`config.mk`:
```
export PLATFORM = sky130hd
export DESIGN_NAME = vga_sync_rx
export DESIGN_NICKNAME = d
export VERILOG_FILES = /design/src/rtl/vga_sync_rx.sv
export SDC_FILE = /design/constraint.sdc
export NUM_CORES = 1
export LEC_CHECK = 0
export ABC_AREA = 1
export CAP_MARGIN = 20
export CORE_MARGIN = 2
export CORE_UTILIZATION = 50
export CTS_BUF_LIST = sky130_fd_sc_hd__clkbuf_8
export DETAILED_ROUTE_END_ITERATION = 7
export PLACE_DENSITY = 0.73
export SETUP_SLACK_MARGIN = 0.4
export SLEW_MARGIN = 30
export SYNTH_ARGS = -nofsm -noshare
export SYNTH_HDL_FRONTEND = slang
export SYNTH_SLANG_ARGS = --single-unit
```
`constraint.sdc`:
```
create_clock -name clk_50 -period 4.7 [get_ports clk_50]
set_input_delay 0.47 -clock clk_50 [delete_from_list [all_inputs] [get_ports clk_50]]
set_output_delay 0.47 -clock clk_50 [all_outputs]
set_load 0.02 [all_outputs]
```
`src/rtl/vga_sync_rx.sv`:
```
// vga_sync_rx: receive-side VGA timing recovery.
// Samples hsync/vsync/rgb through a 2-flop synchronizer, rebuilds h/v
// counters on p_tick, checks line and frame lengths, and declares lock
// after LOCK_FRAMES consecutive good frames.
// Optional build macro: VGA_RX_STATS_EN adds err_count and frame_count.
module vga_sync_rx #(
    parameter int H_TOTAL     = 800,
    parameter int V_TOTAL     = 525,
    parameter int H_ACTIVE    = 640,
    parameter int V_ACTIVE    = 480,
    parameter int H_OFFSET    = 144,
    parameter int V_OFFSET    = 34,
    parameter int LOCK_FRAMES = 2
) (
    input  logic        clk_50,
    input  logic        reset_n,
    input  logic        p_tick,
    input  logic        hsync_in,
    input  logic        vsync_in,
    input  logic [11:0] rgb_in,
    output logic [9:0]  x,
    output logic [9:0]  y,
    output logic        video_on,
    output logic [11:0] rgb_out,
    output logic        locked,
    output logic [9:0]  line_len,
    output logic        frame_start,
    output logic        sync_err
`ifdef VGA_RX_STATS_EN
    ,
    output logic [15:0] err_count,
    output logic [15:0] frame_count
`endif
);

    localparam logic [9:0]  CNT_MAX = 10'd1023;
    localparam logic [9:0]  H_TOT_C = 10'(H_TOTAL);
    localparam logic [10:0] V_TOT_C = 11'(V_TOTAL);
    localparam logic [9:0]  H_LO    = 10'(H_OFFSET);
    localparam logic [10:0] H_HI    = 11'(H_OFFSET + H_ACTIVE);
    localparam logic [9:0]  V_LO    = 10'(V_OFFSET);
    localparam logic [10:0] V_HI    = 11'(V_OFFSET + V_ACTIVE);
    localparam logic [2:0]  LF_C    = 3'(LOCK_FRAMES);

    typedef enum logic [1:0] {SEARCH, ACQUIRE, LOCKED} state_t;

    // 10-bit increment that sticks at the all-ones value
    function automatic logic [9:0] sat_inc(input logic [9:0] v);
        return (v == CNT_MAX) ? v : v + 10'd1;
    endfunction

    logic        hs_p0, hs_p1, vs_p0, vs_p1;
    logic [11:0] rgb_p0, rgb_p1;
    logic        hs_prev, vs_prev, vs_pend, frame_bad;
    logic [9:0]  h_cnt, v_cnt;
    logic [2:0]  good;
    state_t      state;

    logic        hs_edge, vs_edge, frame_edge, line_bad, frame_bad_eval;
    logic        wdog, go_lock, drop_lock, lock_nxt, in_win;
    logic [9:0]  len_nxt, h_nxt, v_nxt;

    // Sync flops for the control inputs; cleared so no spurious edge history survives reset
    always_ff @(posedge clk_50 or negedge reset_n) begin
        if (!reset_n) begin
            hs_p0 <= 1'b0;
            hs_p1 <= 1'b0;
            vs_p0 <= 1'b0;
            vs_p1 <= 1'b0;
        end else begin
            hs_p0 <= hsync_in;
            hs_p1 <= hs_p0;
            vs_p0 <= vsync_in;
            vs_p1 <= vs_p0;
        end
    end

    // Pixel data takes the same two-flop path so it lines up with the recovered counters
    always_ff @(posedge clk_50) begin
        rgb_p0 <= rgb_in;
        rgb_p1 <= rgb_p0;
    end

    // Next-count and timing-check decode for the current p_tick sample
    always_comb begin
        hs_edge        = hs_p1 & ~hs_prev;
        vs_edge        = vs_p1 & ~vs_prev;
        frame_edge     = hs_edge & (vs_pend | vs_edge);
        len_nxt        = sat_inc(h_cnt);
        h_nxt          = hs_edge ? 10'd0 : len_nxt;
        v_nxt          = frame_edge ? 10'd0 : (hs_edge ? sat_inc(v_cnt) : v_cnt);
        line_bad       = hs_edge & (len_nxt != H_TOT_C);
        frame_bad_eval = frame_bad | line_bad | (({1'b0, v_cnt} + 11'd1) != V_TOT_C);
        wdog           = (h_nxt == CNT_MAX);
        go_lock        = (state == ACQUIRE) & ~wdog & frame_edge & ~frame_bad_eval &
                         ((good + 3'd1) == LF_C);
        drop_lock      = (state == LOCKED) &
                         (wdog | line_bad | (frame_edge & frame_bad_eval));
        lock_nxt       = go_lock | ((state == LOCKED) & ~drop_lock);
        in_win         = (h_nxt >= H_LO) && ({1'b0, h_nxt} < H_HI) &&
                         (v_nxt >= V_LO) && ({1'b0, v_nxt} < V_HI);
    end

    // Horizontal/vertical counters, line length capture and frame-boundary tracking
    always_ff @(posedge clk_50 or negedge reset_n) begin
        if (!reset_n) begin
            hs_prev     <= 1'b0;
            vs_prev     <= 1'b0;
            vs_pend     <= 1'b0;
            frame_bad   <= 1'b0;
            h_cnt       <= 10'd0;
            v_cnt       <= 10'd0;
            line_len    <= 10'd0;
            frame_start <= 1'b0;
        end else if (p_tick) begin
            hs_prev     <= hs_p1;
            vs_prev     <= vs_p1;
            h_cnt       <= h_nxt;
            v_cnt       <= v_nxt;
            frame_start <= frame_edge;
            if (hs_edge)
                line_len <= len_nxt;
            if (frame_edge)
                vs_pend <= 1'b0;
            else if (vs_edge)
                vs_pend <= 1'b1;
            if (frame_edge)
                frame_bad <= 1'b0;
            else if (line_bad)
                frame_bad <= 1'b1;
        end
    end

    // Lock FSM: SEARCH waits for a frame boundary, ACQUIRE counts good frames, LOCKED watches for any fault
    always_ff @(posedge clk_50 or negedge reset_n) begin
        if (!reset_n) begin
            state    <= SEARCH;
            good     <= 3'd0;
            locked   <= 1'b0;
            sync_err <= 1'b0;
        end else if (p_tick) begin
            locked   <= lock_nxt;
            sync_err <= drop_lock;
            case (state)
                SEARCH: begin
                    good <= 3'd0;
                    if (frame_edge)
                        state <= ACQUIRE;
                end
                ACQUIRE: begin
                    if (wdog) begin
                        state <= SEARCH;
                        good  <= 3'd0;
                    end else if (frame_edge) begin
                        if (frame_bad_eval) begin
                            good <= 3'd0;
                        end else begin
                            good <= good + 3'd1;
                            if (go_lock)
                                state <= LOCKED;
                        end
                    end
                end
                LOCKED: begin
                    if (drop_lock) begin
                        state <= SEARCH;
                        good  <= 3'd0;
                    end
                end
                default: begin
                    state <= SEARCH;
                    good  <= 3'd0;
                end
            endcase
        end
    end

    // Coordinates and gated pixel output, all taken from the same next-count view
    always_ff @(posedge clk_50 or negedge reset_n) begin
        if (!reset_n) begin
            x        <= 10'd0;
            y        <= 10'd0;
            video_on <= 1'b0;
            rgb_out  <= 12'd0;
        end else if (p_tick) begin
            if (in_win) begin
                x <= h_nxt - H_LO;
                y <= v_nxt - V_LO;
            end
            video_on <= in_win & lock_nxt;
            rgb_out  <= (in_win & lock_nxt) ? rgb_p1 : 12'd0;
        end
    end

`ifdef VGA_RX_STATS_EN
    // Error counter saturates; frame counter wraps and counts only frames seen while locked
    always_ff @(posedge clk_50 or negedge reset_n) begin
        if (!reset_n) begin
            err_count   <= 16'd0;
            frame_count <= 16'd0;
        end else if (p_tick) begin
            if (drop_lock && (err_count != 16'hFFFF))
                err_count <= err_count + 16'd1;
            if (frame_edge && locked)
                frame_count <= frame_count + 16'd1;
        end
    end
`endif

endmodule

```
==> reports/metrics.cfg, run 1 <==
[setup_path]
critPathKind = flop to flop
crit_required_ps = 5010
rr_startpoint = h_cnt[0]
setup.worst_path.end_class = flop
cp-start-kind = flop
r2r_cells = 17
worstPathArrival_ps = 3960
r2r_setup_slack_ps = 1050
rr_endpoint = y[4]
cp_max_fo = 33

[die]
initial_utilization_pct = 51.7
die_area_um2 = 10900
rows = 36
die_h_um = 104
core_area_um2 = 9770
die_w_um = 104
ioPinCount = 63

[drt]
num_vias = 4049
drc = 0
vias_per_cell = 5.07
drtIter0Drc = 199
drt_wl_total_um = 11500
first_pass_iters = 4
avgRoutedWirePerCell_um = 14.5
ant_nets = 0

[clock_network]
cts_resized = 0
hold_buffers = 0
ctsRootBufferMaster = clkbuf_8
numCtsBuffers = 9
path_clk_slew_ps = 100
cts_sinks = 103
clock_latency_ps = 370
cts_setup_buffers = 0
cts_tree = done
clock_path_buffers = 2
htreeDepth = 3

[placed_design]
dpl_cell_area_um2 = 5730
gp_congestion = 0.915
dp_hpwl_um = 8670
place_inst = 782
port_buffers = 62

[pwr]
max-vdd-ir-drop_uv = 306
power_leakage_nw = 2.79
p_per_area_nw_per_um2 = 431

[logic_synthesis]
syn_area_per_cell_um2 = 8.40
ys_warn_count = 0
synthDistinctLibCells = 37
syn-cell-area_um2 = 5050
netlist_instances = 601
synth_seq_cells = 103
ys_seq_area_share_pct = 48.7
syn_nets = 628

[cells_and_area]
antennaDiodeCount = 0
drive_gt1_share_pct = 13.1
fin_util_pct = 60.7
stdcell_count = 798
nets = 687
design_area_um2 = 5930
synthToLayoutAreaGrowth_pct = 17.4

[timing]
finClkSkew_ps = 15.8
whs_ps = 64.5
period_minus_slack_ps = 3650
finalHoldViolCount = 0
fin_crit_sh_pct = 77.7
tightest_slew_ps = 794
fmax_mhz = 274
slew_headroom_pct = 47.0
setup_viol = 0
tns_ps = 0
rsz0062_at_grt = false
drv_slew = 0

[global_routing]
overflow = 0
grt_antenna_before_repair = 0
grt_max_degree = 42
grt_pass1_vias = 4121
grt_pass1_wl_um = 19600
grt.total_usage_pct = 22.5

[job]
cap_viol_max_count = 0

[run_status]
outcome = finished, final reports clean

[hold_path]
hp-class = input port to async pin

-- metrics by stage --
stage	power, mW	worst slack, ps
after floorplan	1.67	2170
after global placement	2.02	1240
after detailed placement	2.04	1120
after CTS	2.58	1070
after global routing	2.71	749
final	2.56	1050
-- power breakdown --
part / internal (mW) / switching (mW)
Clock: 0.214 / 0.323
Sequential: 1.04 / 0.131
Combinational: 0.349 / 0.502
Total: 1.60 / 0.956
-- metal layers --
metal,up-vias,share of wire [%],GRT usage [%]
li1,2038,-,-
met1,1900,44,28.0
met4,0,2.8,9.65
met5,-,0,0
met2,91,50,38.9
met3,20,3.5,3.32
-- worst max-delay path: stages, from the launching register on --
cell and delay (ps):
dfrtp_1 420, ha_1 230, nand2_2 100, nor2_4 150, nand3_2 300, nand2_1 250
nand2_1 150, inv_1 140, ha_1 150, nand2_1 50, nor2_1 100, and2_1 130
nor2_1 50, nor2_2 120, nand3_2 530, inv_4 480, o21ai_0 150, nand2_1 80
-- layout by cell type, fill, tap and decap left out, types with 9 or more instances in the layout --
cell | netlist | final
nand4_1 | 9 | 9
nor2_1 | 43 | 43
o21ai_0 | 30 | 30
inv_2 | 9 | 9
dfxtp_1 | 24 | 24
nand2_1 | 197 | 197
clkdlybuf4s50_1 | 0 | 61
clkbuf_8 | 0 | 10
inv_1 | 43 | 43
o21ai_1 | 16 | 16
nand3_1 | 34 | 34
ha_1 | 10 | 10
nand3_2 | 21 | 21
dfrtp_1 | 79 | 79
-- cell usage after synthesis, drive strengths merged --
master	number	area share [%]
inv	53	4.0
nand2	209	17
nand4	10	1.5
nand3b	2	0.30
nor3	5	0.50
nor2	57	5.9
dfxtp	24	9.5
a21oi	11	1.3
and2	1	0.12
or2	1	0.12
buf	9	2.1
clkbuf	8	0.59
dfrtp	79	39
a31oi	4	0.50
nand3	56	7.9
xor2	5	0.87
xnor2	6	1.0
clkinv	1	0.074
ha	10	2.5
o21ai	50	5.4
-- cell type report --
type                       instances  area, µm²
fill                             870       3850
inverter                          54        205
sequential                       103       2460
multi-input combinational        427       2250
timing repair buffer              65        653
clock buffer                      10        138
tap                              133        166
clock inverter                     6       57.6
-- cell families after synthesis --
group	Yosys count	synth area share [%]
simple gates	341	33.0
flops	103	48.7
buf+inv	71	6.76
compound gates	65	7.21
xor+xnor	11	1.91
fa+ha+maj	10	2.48
-- sequential cells by signal, summed over array words and instances (netlist names), 2 cells and up --
name      cells
rgb_out      12
rgb_p0       12
rgb_p1       12
h_cnt        10
line_len     10
v_cnt        10
x            10
y            10
good          3
state         2
-- worst max-delay path by stage --
| stage | cells after the start | to | from | slack (ps) |
|---|---|---|---|---|
| CTS | 17 | y[4] | h_cnt[0] | 1070 |
| floorplan | 19 | rgb_out[10] | h_cnt[0] | 2170 |
| finish | 17 | y[4] | h_cnt[0] | 1050 |
| global route | 17 | y[4] | h_cnt[0] | 750 |
| detailed placement | 17 | y[4] | h_cnt[0] | 1120 |
| global placement | 17 | y[4] | h_cnt[0] | 1240 |
(Power assumes the default switching activity.)
==> run 2: changes to the inputs <==
Settings changed: PLACE_DENSITY 0.73 to 0.76.
Clock period 4.7 ns to 3.2 ns, I/O delays scaled along.
==> reports/metrics.cfg, run 2 (synthesis gave the netlist of run 1 again) <==
[pwr]
max-vdd-ir-drop_uv = 392  ; +28%
switching_share_pct = 37.3  ; -0.11 points
seqPwrFrac_pct = 45.0  ; -0.7 points
p_sw_mw = 1.40  ; +46%
p_comb_share_pct = 33.6  ; +0.3 points
power_leakage_nw = 2.85  ; +2.2%
pwr-share-clk_pct = 21.4  ; +0.4 points
p_int_mw = 2.35  ; +47%
total_power_mw = 3.75  ; +47%
p_per_area_nw_per_um2 = 618  ; +43%

[timing]
fin_crit_sh_pct = 81.7  ; +3.9 points
tns_ps = 0  ; unchanged
rsz0062_at_grt = true
drv_slew = 0  ; unchanged
finalHoldViolCount = 0  ; unchanged
setup_viol = 0  ; unchanged
postLayoutSetupSlackWorst_ps = 587  ; -460 ps
period_minus_slack_ps = 2610  ; -1040 ps
tightest_slew_ps = 704  ; -89.6 ps
slew_headroom_pct = 53.1  ; +6.0 points
finClkSkew_ps = 9.02  ; -6.75 ps
fmax_mhz = 383  ; +40%

[clock_network]
htreeDepth = 3  ; unchanged
ctsRootBufferMaster = clkbuf_8
numCtsBuffers = 9  ; unchanged
path_clk_slew_ps = 110  ; about the same
clock_latency_ps = 380  ; about the same
clock_path_buffers = 2  ; unchanged
cts_tree = done
cts_sinks = 103  ; unchanged

[cells_and_area]
nets = 699  ; +1.7%
synthToLayoutAreaGrowth_pct = 20.3
fillers = 854  ; -1.8%
layout_common_cells = nand2_1 (193), dfrtp_1 (78), clkdlybuf4s50_1 (61), nor2_1 (43), inv_1 (42)
seqCellArea_um2 = 2460  ; about the same
drive_gt1_share_pct = 16.0  ; +2.9 points
final_common_cell = nand2_1
multi_input_area_um2 = 2300  ; +2.3%
antennaDiodeCount = 0  ; unchanged
top_regs = rgb_out: 12 flops, rgb_p0: 12 flops, rgb_p1: 12 flops
fin_util_pct = 62.1  ; +1.5 points

[run_status]
outcome = finished, final reports clean

[setup_path]
cp-start-kind = flop
r2r_setup_slack_ps = 590  ; -460 ps
rr_endpoint = video_on
path_cells = ha_2, nand2_2, nor2_4, nand3_4, nand2_2, nand2_2, inv_2, ha_1, inv_1, nor2_1, nand3_2, nor2_4, a21oi_2, nand3_4, nand2_8, nand2_1, nand2_1
setup.worst_path.end_class = flop
worstPathArrival_ps = 2900  ; -1060 ps
r2r_cells = 17  ; unchanged
slowest_stage = dfrtp_1
cp_common_cell = nand2_2
critPathBufInv = 2  ; unchanged
slowest_delay_ps = 430  ; -100 ps
cp_max_fo = 13  ; -61%
crit_required_ps = 3480  ; -1530 ps
critPathKind = flop to flop
cp_top_family = simple AND/OR/NAND/NOR gates
rr_startpoint = h_cnt[0]

[die]
initial_utilization_pct = 51.7  ; unchanged
ioPinCount = 63  ; unchanged
die_h_um = 104  ; unchanged
core_area_um2 = 9770  ; unchanged
die_area_um2 = 10900  ; unchanged
die_w_um = 104  ; unchanged
rows = 36  ; unchanged

[drt]
drt_wl_total_um = 11000  ; -4.9%
first_pass_iters = 4  ; unchanged
num_vias = 4129  ; +2.0%
drtIter0Drc = 206  ; +3.5%
avgRoutedWirePerCell_um = 13.5  ; -6.3%
drc = 0  ; unchanged
vias_per_cell = 5.10  ; +0.47%
ant_nets = 0  ; unchanged

[global_routing]
grt_antenna_before_repair = 0  ; unchanged
grt_pass1_vias = 3932  ; -4.6%
grt_max_degree = 80  ; +90%
grt_pass1_wl_um = 18400  ; -5.9%
grt.total_usage_pct = 21.1  ; -1.4 points
overflow = 0  ; unchanged

[hold_path]
min_from = rgb_p0[9]
hp-class = flop to flop
hold_path_end = rgb_p1[9]
hold_depth = 0

[placed_design]
dp_hpwl_um = 7760  ; -10%
port_buffers = 62  ; unchanged
gp_congestion = 0.832  ; -9.1%
pre_cts_ws_ps = 241  ; -879 ps

[job]
cap_viol_max_count = 0  ; unchanged

## run 2: area by class of cell
type	count	share of cell area (%)
Clock inverter	7	1.01
Sequential cell	103	40.5
Clock buffer	9	2.04
Tap cell	133	2.74
Multi-Input combinational cell	427	37.9
Inverter	54	3.46
Timing Repair Buffer	77	12.3
## run 2: through the flow
| step | instance area [µm²] | hold WS, ps | cells |
|---|---|---|---|
| floorplan | 5050 | 24.4 | 601 |
| global placement | 5740 | 311 | 785 |
| detailed placement | 5750 | 313 | 785 |
| CTS | 5950 | 337 | 802 |
| global route | 6070 | 344 | 810 |
| finish | 6070 | 337 | 810 |
## run 2: power groups by stage
stage	sequential, mW	clock, mW	combinational [mW]
after floorplan	1.87	0	0.582
after global placement	1.70	0	1.21
after CTS	1.69	0.809	1.24
final	1.69	0.801	1.26
after global routing	1.72	0.869	1.39
after detailed placement	1.71	0	1.23
## run 2: worst max-delay path by stage
| stage | start | end | slack, ps | cells past startpoint |
|---|---|---|---|---|
| 2_1_floorplan | h_cnt[0] | rgb_out[10] | 670 | 19 |
| 3_3_place_gp | h_cnt[0] | good[1] | 380 | 17 |
| 3_5_place_dp | h_cnt[0] | video_on | 240 | 17 |
| 4_1_cts | h_cnt[0] | video_on | 400 | 17 |
| 5_1_grt | h_cnt[0] | good[0] | 390 | 17 |
| 6_report | h_cnt[0] | video_on | 590 | 17 |
## run 2: layer usage
| metal | share of wire (%) | track usage, % | vias to the layer above |
|---|---|---|---|
| li1 | - | - | 2062 |
| met2 | 49 | 35.9 | 116 |
| met5 | 0 | 0 | - |
| met1 | 44 | 26.2 | 1932 |
| met4 | 1.9 | 8.88 | 0 |
| met3 | 5.1 | 3.88 | 19 |
## run 2: timing repair
item,in CTS,in global routing
hold buffers,1,0
setup endpoints to repair,37,38
buffers inserted,0,8
gates resized for setup,3,15
pin swaps,1,4
hold endpoints to repair,7,0
==> run 3: changes to the inputs <==
Settings changed: PLACE_DENSITY 0.76 to 0.73.
Clock period 3.2 ns to 2.55 ns, I/O delays scaled along.
==> reports/metrics.cfg, run 3 (synthesis gave the netlist of run 1 again) <==
[cells_and_area]
synthToLayoutAreaGrowth_pct = 32.6
drive_gt1_share_pct = 27.5  ; +12 points
antennaDiodeCount = 0  ; unchanged
fin_util_pct = 68.5  ; +6.4 points
design_area_um2 = 6700  ; +10%
top_regs = rgb_out: 12 flops, rgb_p0: 12 flops, rgb_p1: 12 flops
layout_common_cells = nand2_1 (161), dfrtp_1 (72), clkdlybuf4s50_1 (61), inv_1 (40), nor2_1 (38)
final_common_cell = nand2_1
nets = 723  ; +3.4%
fillers = 774  ; -9.4%
stdcell_count = 834  ; +3.0%

[job]
cap_viol_max_count = 0  ; unchanged

[drt]
num_vias = 4356  ; +5.5%
avgRoutedWirePerCell_um = 14.9  ; +10%
ant_nets = 0  ; unchanged
drc = 0  ; unchanged
wl_met2_um = 6250  ; +15%
vias_per_cell = 5.22  ; +2.5%
dr_wl_met3_um = 468  ; -16%
first_pass_iters = 5  ; +1
drt_wl_total_um = 12400  ; +13%
drt-met1-wl_um = 5430  ; +14%
drtIter0Drc = 211  ; +2.4%
dr.max_layer_used = met4

[timing]
tns_ps = 0  ; unchanged
whs_ps = 299  ; -37.4 ps
fmax_mhz = 400  ; +4.6%
postLayoutSetupSlackWorst_ps = 51.7  ; -535 ps
slew_headroom_pct = 51.4  ; -1.7 points
drv_slew = 0  ; unchanged
finalHoldViolCount = 0  ; unchanged
finClkSkew_ps = 10.7  ; +1.70 ps
fin_crit_sh_pct = 98.0  ; +16 points
rsz0062_at_grt = true
tightest_slew_ps = 729  ; +25.0 ps
period_minus_slack_ps = 2500  ; -115 ps
setup_viol = 0  ; unchanged

[clock_network]
cts_sinks = 103  ; unchanged
clock_path_buffers = 2  ; unchanged
ctsRootBufferMaster = clkbuf_8
numCtsBuffers = 9  ; unchanged
clock_latency_ps = 380  ; about the same
cts_tree = done
path_clk_slew_ps = 120  ; about the same
htreeDepth = 3  ; unchanged

[pwr]
max-vdd-ir-drop_uv = 484  ; +23%
total_power_mw = 5.05  ; +35%
power_leakage_nw = 3.06  ; +7.5%
p_per_area_nw_per_um2 = 755  ; +22%

[global_routing]
grt_max_degree = 80  ; unchanged
grt_pass1_wl_um = 20500  ; +11%
grt_antenna_before_repair = 0  ; unchanged
overflow = 0  ; unchanged
grt.total_usage_pct = 23.2  ; +2.1 points
grt_pass1_vias = 4340  ; +10%

[setup_path]
critPathBufInv = 3  ; +1
crit_required_ps = 2820  ; -660 ps
cp-start-kind = flop
cp_max_fo = 4  ; -9
cp_top_family = simple AND/OR/NAND/NOR gates
worstPathArrival_ps = 2770  ; -130 ps
path_cells = ha_4, nand2_4, nor2_4, nand3_4, nand2_4, nand2_4, inv_4, buf_6, ha_4, inv_2, nor2_2, nand3_2, nor2_4, nor2_4, o21ai_4, nand3_2, nand2_1, nand2_1
critPathKind = flop to flop
setup.worst_path.end_class = flop
slowest_stage = dfrtp_1
slowest_delay_ps = 420  ; about the same

[die]
die_h_um = 104  ; unchanged
core_area_um2 = 9770  ; unchanged
ioPinCount = 63  ; unchanged
rows = 36  ; unchanged
die_w_um = 104  ; unchanged
die_area_um2 = 10900  ; unchanged
initial_utilization_pct = 51.7  ; unchanged

[placed_design]
port_buffers = 62  ; unchanged
dp_hpwl_um = 8250  ; +6.3%
gp_congestion = 0.844  ; +1.5%
dpl_cell_area_um2 = 5890  ; +2.4%
place_inst = 797  ; +1.5%
pre_cts_ws_ps = -57.3  ; -298 ps

[run_status]
outcome = finished, final reports clean

[hold_path]
hp-class = input port to flop

==> run 3: cell types whose count changed in the layout (fill, tap and decap cells not counted), sizes merged <==
cell | before | now
buf | 15 | 38
clkinv | 2 | 3
clkinvlp | 1 | 0
nand2 | 209 | 210
==> run 3: worst paths after layout <==
| kind | to | cells after the start | startpoint | slack, ps |
|---|---|---|---|---|
| worst max-delay path | state[0] | 18 | h_cnt[0] | 50 |
| worst min-delay path | rgb_p0[2] | 1 | rgb_in[2] | 300 |
| worst max register to register | state[0] | 18 | h_cnt[0] | 50 |
| worst min register to register | rgb_p1[7] | 0 | rgb_p0[7] | 340 |
| max in group asynchronous | v_cnt[3] | 2 | reset_n | 1530 |
| min in group asynchronous | h_cnt[4] | 2 | reset_n | 480 |
==> run 3: per-layer routing <==
metal  GRT usage (%)  vias to the layer above
met3            3.57                       31
met1            28.7                     2104
met4            8.49                        0
met5               0                        -
li1                -                     2107
met2            40.8                      114
==> run 3: area by class of cell <==
class                      instances  area [µm²]  area share, %
clock buffer                       9         124           1.85
clock inverter                     7        83.8           1.25
inverter                          54         221           3.31
multi-input combinational        428        2630           39.2
sequential                       103        2470           36.8
tap                              133         166           2.48
timing repair buffer             100        1010           15.1
==> run 3: report_power, final <==
group | switching [mW] | total (mW) | leakage, nW | internal, mW
Combinational | 1.03 | 1.82 | 1.74 | 0.786
Clock | 0.669 | 1.07 | 0.106 | 0.400
Sequential | 0.256 | 2.17 | 1.22 | 1.91
==> run 3: what timing repair did <==
item                                    4_1_cts  5_1_grt
hold endpoints to repair                     79        0
endpoints found under the setup margin       40       40
resized for setup                            53       51
cloned                                        3        0
hold buffers                                  1        0
pin swaps                                    16       21
setup buffers                                12        5
